--- src/rtl/resp_packer.sv ---
// Response packer: serialises ALU results and register reads into FIFO bytes.
// Ports: CLK/RST, Rd_D(+Valid), ALU_OUT(+Valid), F_FULL in; W_INC, TX_P_DATA, busy, drop_err out.
module resp_packer #(
    parameter int DATA_WIDTH = 8,
    parameter bit CHK_EN     = 1'b0
) (
    input  logic                    CLK,
    input  logic                    RST,
    input  logic [DATA_WIDTH-1:0]   Rd_D,
    input  logic                    Rd_D_Valid,
    input  logic [2*DATA_WIDTH-1:0] ALU_OUT,
    input  logic                    ALU_OUT_Valid,
    input  logic                    F_FULL,
    output logic                    W_INC,
    output logic [DATA_WIDTH-1:0]   TX_P_DATA,
    output logic                    busy,
    output logic                    drop_err
);

    typedef enum logic [1:0] {
        IDLE = 2'd0,
        SEND = 2'd1,
        CHK  = 2'd2
    } state_t;

    state_t                  state;
    state_t                  state_nxt;
    logic [2*DATA_WIDTH-1:0] hold;
    logic [2*DATA_WIDTH-1:0] hold_nxt;
    logic [1:0]              cnt;
    logic [1:0]              cnt_nxt;
    logic [DATA_WIDTH-1:0]   chk;
    logic [DATA_WIDTH-1:0]   chk_nxt;
    logic                    drop_nxt;
    logic                    wr;

    // A byte leaves whenever a frame is active and the FIFO has room.
    assign wr = (state != IDLE) && !F_FULL;

    always_ff @(posedge CLK) begin
        if (RST) begin
            state    <= IDLE;
            hold     <= '0;
            cnt      <= '0;
            chk      <= '0;
            drop_err <= 1'b0;
        end else begin
            state    <= state_nxt;
            hold     <= hold_nxt;
            cnt      <= cnt_nxt;
            chk      <= chk_nxt;
            drop_err <= drop_nxt;
        end
    end

    always_comb begin
        state_nxt = state;
        hold_nxt  = hold;
        cnt_nxt   = cnt;
        chk_nxt   = chk;
        unique case (state)
            IDLE: begin
                if (ALU_OUT_Valid) begin
                    hold_nxt  = ALU_OUT;
                    cnt_nxt   = 2'd2;
                    chk_nxt   = '0;
                    state_nxt = SEND;
                end else if (Rd_D_Valid) begin
                    hold_nxt  = {{DATA_WIDTH{1'b0}}, Rd_D};
                    cnt_nxt   = 2'd1;
                    chk_nxt   = '0;
                    state_nxt = SEND;
                end
            end
            SEND: begin
                if (wr) begin
                    hold_nxt = hold >> DATA_WIDTH;
                    chk_nxt  = chk ^ hold[DATA_WIDTH-1:0];
                    cnt_nxt  = cnt - 2'd1;
                    if (cnt == 2'd1)
                        state_nxt = CHK_EN ? CHK : IDLE;
                end
            end
            CHK: begin
                if (wr)
                    state_nxt = IDLE;
            end
            default: state_nxt = IDLE;
        endcase
    end

    // Idle: only a simultaneous pair loses the read. Busy: everything is lost.
    always_comb begin
        if (state == IDLE)
            drop_nxt = Rd_D_Valid && ALU_OUT_Valid;
        else
            drop_nxt = Rd_D_Valid || ALU_OUT_Valid;
    end

    always_comb begin
        W_INC     = wr && !RST;
        busy      = (state != IDLE);
        TX_P_DATA = '0;
        unique case (state)
            SEND:    TX_P_DATA = hold[DATA_WIDTH-1:0];
            CHK:     TX_P_DATA = chk;
            default: TX_P_DATA = '0;
        endcase
    end

endmodule

--- config.mk ---
export PLATFORM = sky130hd
export DESIGN_NAME = resp_packer
export DESIGN_NICKNAME = d
export VERILOG_FILES = /design/src/rtl/resp_packer.sv
export SDC_FILE = /design/constraint.sdc
export NUM_CORES = 1
export LEC_CHECK = 0
export CAP_MARGIN = 20
export CORE_MARGIN = 1
export CORE_UTILIZATION = 43
export DETAILED_ROUTE_END_ITERATION = 8
export PLACE_DENSITY = 0.78
export SLEW_MARGIN = 20
export SYNTH_ARGS = -nofsm -noshare
export SYNTH_HDL_FRONTEND = slang
export SYNTH_SLANG_ARGS = --single-unit
--- constraint.sdc ---
create_clock -name CLK -period 1.75 [get_ports CLK]
set_clock_uncertainty 0.1 [all_clocks]
set_input_delay 0.175 -clock CLK [delete_from_list [all_inputs] [get_ports CLK]]
set_output_delay 0.175 -clock CLK [all_outputs]
set_load 0.01 [all_outputs]
After elaboration in Yosys (flattened, before gate mapping)
Cells that the tools add are included.
{"block": "totals", "ff_bits": 29, "latchBits": 0, "ramBits": 0, "mem_bits_ro": 0, "output_inout_bits": 11, "wordCells": 44, "memories": 0}
{"block": "op_classes", "add_sub_neg": 1, "multipliers": 0, "n_div": 0, "order_cmp": 0, "n_eq_ne": 7, "shifts": 0, "n_mux": 19, "n_bitwise": 1, "n_reduce_logical": 11}
{"op": "$mux W16", "count": 3}
{"op": "$pmux W16 S2", "count": 1}
{"op": "$pmux W8 S2", "count": 2}
{"op": "$mux W8", "count": 3}
{"op": "$mux W2", "count": 7}
{"op": "$xor A8 B8 Y8", "count": 1}
{"op": "$ne A2 B2 Y1 const B", "count": 3}
{"op": "$pmux W2 S3", "count": 1}
{"op": "$eq A2 B1 Y1 const B", "count": 2}
{"op": "$pmux W2 S2", "count": 1}
{"op": "$reduce_and A4 Y1", "count": 1}
{"op": "$reduce_bool A2 Y1", "count": 2}
{"op": "$logic_and A1 B1 Y1", "count": 3}
{"op": "$ne A3 B3 Y1 const B", "count": 1}
{"op": "$reduce_and A3 Y1", "count": 1}
{"op": "$eq A2 B2 Y1 const B", "count": 1}
{"op": "$logic_not A1 Y1", "count": 2}
{"op": "$logic_not A2 Y1", "count": 1}
{"op": "$sub A2 B1 Y2 const B", "count": 1}
{"op": "$logic_or A1 B1 Y1", "count": 1}
{"op": "$mux W1", "count": 1}

Depth between registers and ports, before layout
Gate-level depths: netlist of run 1.
{"block": "logic_depth", "ltp_word": 4, "depth_mapped": 5, "depth_no_buf": 4}

Worst setup path after synthesis of run 1
OpenSTA, ideal clock, no wires.
{"block": "synth_path", "path_type": "register to register", "from": "register state[0]", "to": "register cnt[1]", "t_arrival_ns": 1.107, "slack_ns": 0.411, "path_stages_with_launch": 5, "path_buffers": 1, "cell_sequence": "dfxtp_1 nor2b_1 buf_2 a2111oi_0 nor3_1"}
{"block": "synth_between", "elab_chain_len": 4, "word_cells_on_any_way": 9, "cone_classes": "3 x eq/ne; 1 x mux; 5 x reduce/logical"}
{"item": "from (decl)", "line_no": "26", "source": "state_t state;"}
{"item": "from (signal assigned)", "line_no": "48", "source": "state <= state_nxt;"}
{"item": "$reduce_bool A2 Y1", "line_no": "38", "source": "assign wr = (state != IDLE) && !F_FULL;"}
{"item": "$logic_and A1 B1 Y1", "line_no": "38"}
{"item": "$ne A2 B2 Y1 (no line)"}
{"item": "$reduce_and A3 Y1 (no line)"}
{"item": "to (signal assigned)", "line_no": "50", "source": "cnt <= cnt_nxt;"}
{"item": "to (decl)", "line_no": "30", "source": "logic [1:0] cnt;"}
Several ways; a longest one is shown, not always the timed one.
A chain may end at the register's enable or synchronous reset.

Worst setup path after layout of run 1
{"block": "layout_path", "from": "register state[0]", "to": "output TX_P_DATA[4]"}
{"block": "layout_between", "elab_chain_len": 2, "word_cells_on_any_way": 3, "cone_classes": "2 x eq/ne; 1 x mux"}
{"item": "$eq A2 B2 Y1 / $eq A2 B1 Y1 (equally long branches)", "line_no": "104", "source": "unique case (state)"}
{"item": "$pmux W8 S2 *", "line_no": "104"}
{"item": "to (decl)", "line_no": "15", "source": "output logic [DATA_WIDTH-1:0] TX_P_DATA,"}
Mark *: on every way between the ends. The rest lies on a longest branch, timed or not.

==> results.cfg, run 1 <==
[routing]
vias = 1060
drt_iter0_drc = 15
remaining_drc_errors = 0
via_per_inst = 5.41
dr.pass1.iters = 4
post_drt_wl_per_cell_um = 13.1
routed_wl_mm = 2.58
drtAntennaViolNets = 0

[clock_tree]
numCtsBuffers = 3
clockBufferDepth = 2
clockRootBuffer = clkbuf_4
cts_tree = done
clk_pin_slew_ns = 0.11
clock-sinks = 20
cts_hold_buf = 0
cts.htree.levels = 1
clk_latency_ns = 0.30

[pwr]
vdd_drop_max_mv = 0.546
powerDensity_mw_per_mm2 = 627
fin_total_pwr_mw = 1.00
leakagePower_nw = 0.721

[yosys]
synthTopCellsByArea = dfxtp_1 (37%), mux2_2 (8.4%), a21oi_1 (7.9%)
ys_seq_area_share_pct = 37.1
synth_nets = 151
synth_area_mm2 = 0.00108
yosysWarnings = 0
postSynthCellCount = 121
synthDistinctLibCells = 26
yosysTopAreaCellShare_pct = 37.1
synth-seq-cells = 20
synth_top_cell_by_area = dfxtp_1
syn_avg_cell_area_um2 = 8.91

[worst_hold_path]
hp-start = ALU_OUT[15]
hp-class = in2reg
min_path_cells = 3
hold_end = hold[15]

[timing]
max_slew.worst_pin.slew_ns = 0.371
rsz0062_at_grt = false
period_minus_slack_ns = 1.63
finalHoldViolCount = 0
setup_ws_ns = 0.122
relSlewSlack_pct = 74.6
setup_viol = 0
post-route-period-util_pct = 93.0
slew_viol_final = 0
fmax_mhz = 614

[final_layout]
layout-drive-gt1-share_pct = 18.5
num-fill-cells = 209
final_nets = 200
final_util_pct = 69.6
n_antenna_cell = 0
layout_common_cells = clkdlybuf4s50_1 (30), dfxtp_1 (19), a21oi_1 (17)
syn_to_final_growth_pct = 48.3
final_common_cell = clkdlybuf4s50_1

[floorplanning]
start_util_pct = 46.9
die-area_mm2 = 0.00271
ioPinCount = 40
chipHeight_um = 52.1
die_width_um = 52.1
rows = 17
core_region_area_mm2 = 0.00230

[grt]
grt-ovfl-total = 0
grt_max_degree = 21
grt_usage_pct = 19.6
grt_pass1_wl_mm = 3.93
grt_pass1_vias = 938
antenna_found_initial = 0

[run]
drv_cap = 0

[worst_setup_path]
reg2reg_slack_ns = 0.28
end_kind = primary output
worstPathRequired_ns = 1.47
arrival_ns = 1.35
startpoint_type = flop
critical_path.max_fanout = 10
reg2reg_depth = 6
r2r_end = hold[8]
r2r-start = state[0]
critical_path_class = reg2out
cp-startpoint = state[0]

[place]
place_hpwl_mm = 1.86
post-place-ws_ns = -0.00621
gp_congestion = 0.805
port_buffers = 39

[run_status]
status = completed
cells in the mapped netlist, drive strengths merged:
cell type / instances
a211oi: 1
and3b: 8
nand2: 9
inv: 1
ha: 1
o22ai: 8
mux2: 8
and2: 9
and2b: 1
o21ba: 2
nor2: 1
dfxtp: 20
nor2b: 2
clkbuf: 2
a2111oi: 2
buf: 9
a21oi: 17
nor3: 2
o21ai: 17
o21a: 1
through the flow:
stage	hold WS, ns	instance area [µm²]	instances	TNS, ns
finish	0.308	1600	196	0
global route	0.310	1600	196	0
CTS	0.313	1590	196	0
detailed placement	0.369	1520	188	-0.00621
global placement	0.362	1520	188	0
floorplan	0.139	1080	121	0
layer usage:
metal  up-vias  global-route usage [%]  share of wire (%)
met4         0                    6.76               0.89
li1        530                       -                  -
met1       481                    20.6                 41
met5         -                       0                  0
met2        46                    37.8                 50
met3         3                    3.80                8.4
worst max-delay path, cell delays in order (launching register included):
cell	delay, ns
dfxtp_4	0.38
buf_8	0.13
buf_4	0.13
and2_1	0.13
dlygate4sd2_1	0.28
registers in the layout, indices dropped and copies added (netlist names):
register and flops:
cnt 2, drop_err 1, hold 16, state 1
kinds of logic (layout without fill, tap and decap cells):
group,after synthesis,count (layout),share of synthesized area (%)
fa+ha+maj,1,1,1.16
compound gates,48,48,27.0
mux,8,8,8.35
simple gates,32,32,19.0
flops,20,20,37.1
buf+inv,12,59,7.31
power by group:
group          total, mW  internal [mW]  switching [mW]
clock network      0.220         0.0803           0.139
logic              0.279          0.167           0.112
registers          0.504          0.487          0.0169
total               1.00          0.734           0.268
how the worst max path moves through the flow:
stage | cells after the start | to
CTS | 3 | TX_P_DATA[0]
global placement | 4 | W_INC
finish | 4 | TX_P_DATA[4]
floorplan | 4 | cnt[1]
global route | 4 | TX_P_DATA[4]
detailed placement | 4 | W_INC
what timing repair did:
| item | in CTS | in global routing |
|---|---|---|
| setup buffers | 5 | 0 |
| resized for setup | 8 | 5 |
| setup endpoints to repair | 9 | 4 |
final cells by class:
type	count	area [µm²]	share of cell area [%]
multi-input cells	89	599	37.5
flip-flops and latches	20	404	25.3
repair buffers	55	534	33.4
inverters	1	3.75	0.235
well taps	28	35.0	2.19
clock buffers	3	22.5	1.41
No activity file was read; power rests on OpenSTA's default activity.
==> run 2: changes to the inputs <==
--- a/config.mk
+++ b/config.mk
@@ -7,9 +7,10 @@
 export LEC_CHECK = 0
 export CAP_MARGIN = 20
 export CORE_MARGIN = 1
-export CORE_UTILIZATION = 43
+export CORE_UTILIZATION = 47
 export DETAILED_ROUTE_END_ITERATION = 8
-export PLACE_DENSITY = 0.78
+export GPL_ROUTABILITY_DRIVEN = 1
+export PLACE_DENSITY = 0.84
 export SLEW_MARGIN = 20
 export SYNTH_ARGS = -nofsm -noshare
 export SYNTH_HDL_FRONTEND = slang
==> constraint.sdc (replaced) <==
create_clock -name CLK -period 2 [get_ports CLK]
set_clock_uncertainty 0.1 [all_clocks]
set_input_delay 0.2 -clock CLK [delete_from_list [all_inputs] [get_ports CLK]]
set_output_delay 0.2 -clock CLK [all_outputs]
set_load 0.01 [all_outputs]
==> run 2 against run 1 <==
Final area decreased by 4.1%. Global-route usage increased by 4.8 points. Sequential power decreased by 12%. Total power decreased by 9.5%. Register-to-register slack improved by 0.12 ns. Non-clock buffer count decreased by 7. Critical path depth decreased by 1. Final cell count decreased by 3.6%. Die area decreased by 8.2%. Worst hold slack improved by 0.030 ns. Largest cell class unchanged.
==> results.cfg, run 2 (synthesized netlist as in run 1, its figures left out) <==
[run_status]
status = completed

[timing]
fmax_mhz = 527
setup_viol = 0
relSlewSlack_pct = 72.4
post-route-period-util_pct = 94.8
rsz0062_at_grt = false
setup_tns_ns = 0
max_slew.worst_pin.slew_ns = 0.404
period_minus_slack_ns = 1.90
finalHoldViolCount = 0
slew_viol_final = 0

[clock_tree]
cts_hold_buf = 0
cts.htree.levels = 1
clk_latency_ns = 0.31
clockBufferDepth = 2
clock-sinks = 20
cts_tree = done
post-cts-setup-buffers = 0
post_cts_resized = 0
numCtsBuffers = 3
clk_pin_slew_ns = 0.11
clockRootBuffer = clkbuf_4

[worst_setup_path]
arrival_ns = 1.60
r2r-start = state[0]
reg2reg_depth = 5
r2r_end = hold[5]
critical_path_class = reg2out
reg2reg_slack_ns = 0.40
critical_path.max_fanout = 15
end_kind = primary output
worstPathRequired_ns = 1.70
startpoint_type = flop

[worst_hold_path]
hp-start = ALU_OUT[9]
hold_end = hold[9]
hp-class = in2reg
min_path_cells = 3

[final_layout]
layout_common_cells = clkdlybuf4s50_1 (39), dfxtp_1 (19), a21oi_1 (17)
n_antenna_cell = 0
final_common_cell = clkdlybuf4s50_1
syn_to_final_growth_pct = 42.1
layout-drive-gt1-share_pct = 15.4
largest_register_ffs = 16
biggestRegsByFlops = hold x16, cnt x2
top_register = hold
final_nets = 193

[pwr]
powerDensity_mw_per_mm2 = 592
leakagePower_nw = 0.595
vdd_drop_max_mv = 0.512
fin_total_pwr_uw = 907

[run]
drv_cap = 0

[grt]
grt_pass1_vias = 1077
grt_usage_pct = 24.4
grt_pass1_wl_mm = 4.63
antenna_found_initial = 0
grt_max_degree = 21
grt-ovfl-total = 0

[floorplanning]
ioPinCount = 40
die_width_um = 49.9
start_util_pct = 52.3
chipHeight_um = 49.9
core_region_area_mm2 = 0.00206
rows = 16
die-area_mm2 = 0.00249

[routing]
drt_iter0_drc = 13
drtAntennaViolNets = 0
via_per_inst = 5.39
vias = 1018
routed_wl_mm = 2.67
dr.pass1.iters = 4
remaining_drc_errors = 0
post_drt_wl_per_cell_um = 14.1

[place]
port_buffers = 39
gp_congestion = 0.793
place_hpwl_mm = 2.02
==> run 2: changes by cell type in the layout (fill, tap and decap cells not counted), moves of 4 or more <==
cell,delta
dlymetal6s2s_1,-4
dlygate4sd2_1,-5
clkdlybuf4s50_1,+9
buf_4,-5
==> run 2: layout make-up <==
class,count,area [µm²]
Inverter,1,3.75
Clock buffer,4,36.3
Fill cell,165,529
Tap cell,27,33.8
Timing Repair Buffer,48,458
Sequential cell,20,402
Multi-Input combinational cell,89,599
==> run 2: through the flow <==
stage                     worst slack (ns)  cell area [µm²]  util [%]  hold slack [ns]  std cells
after floorplan                      0.639             1080         -            0.164        121
after global placement               0.224             1500      72.5            0.361        185
after detailed placement             0.154             1500      72.5            0.372        185
after CTS                           0.0334             1530      74.3            0.324        189
after global routing                0.0162             1530      74.3            0.336        189
final                                0.103             1530      74.3            0.338        189
==> run 2: critical path, stage by stage (launching register included) <==
cell and delay, ns:
dfxtp_2 0.39, buf_4 0.21, and2_1 0.15, clkdlybuf4s50_1 0.54
==> run 2: how the worst max path moves through the flow <==
stage                     startpoint  slack, ns  depth (start not counted)      endpoint
after floorplan             state[0]       0.64                          3         W_INC
after global placement        F_FULL       0.22                          6      hold[15]
after detailed placement      F_FULL       0.15                          6      hold[12]
after CTS                   state[0]       0.03                          3  TX_P_DATA[0]
after global routing        state[0]       0.02                          3  TX_P_DATA[2]
final                       state[0]       0.10                          3  TX_P_DATA[0]
==> run 2: layer usage <==
metal	wire length [µm]	GRT usage (%)	vias up
li1	-	-	517
met1	1110	26.1	462
met2	1370	45.7	35
met3	152	4.01	4
met4	30	11.0	0
met5	0	0	-
==> run 2: report_power, final <==
| part | internal, mW | total (mW) | leakage (nW) | switching (mW) |
|---|---|---|---|---|
| combinational | 0.134 | 0.231 | 0.409 | 0.0971 |
| sequential | 0.427 | 0.442 | 0.165 | 0.0147 |
| clock | 0.111 | 0.235 | 0.0210 | 0.124 |
| total | 0.672 | 0.907 | 0.595 | 0.236 |
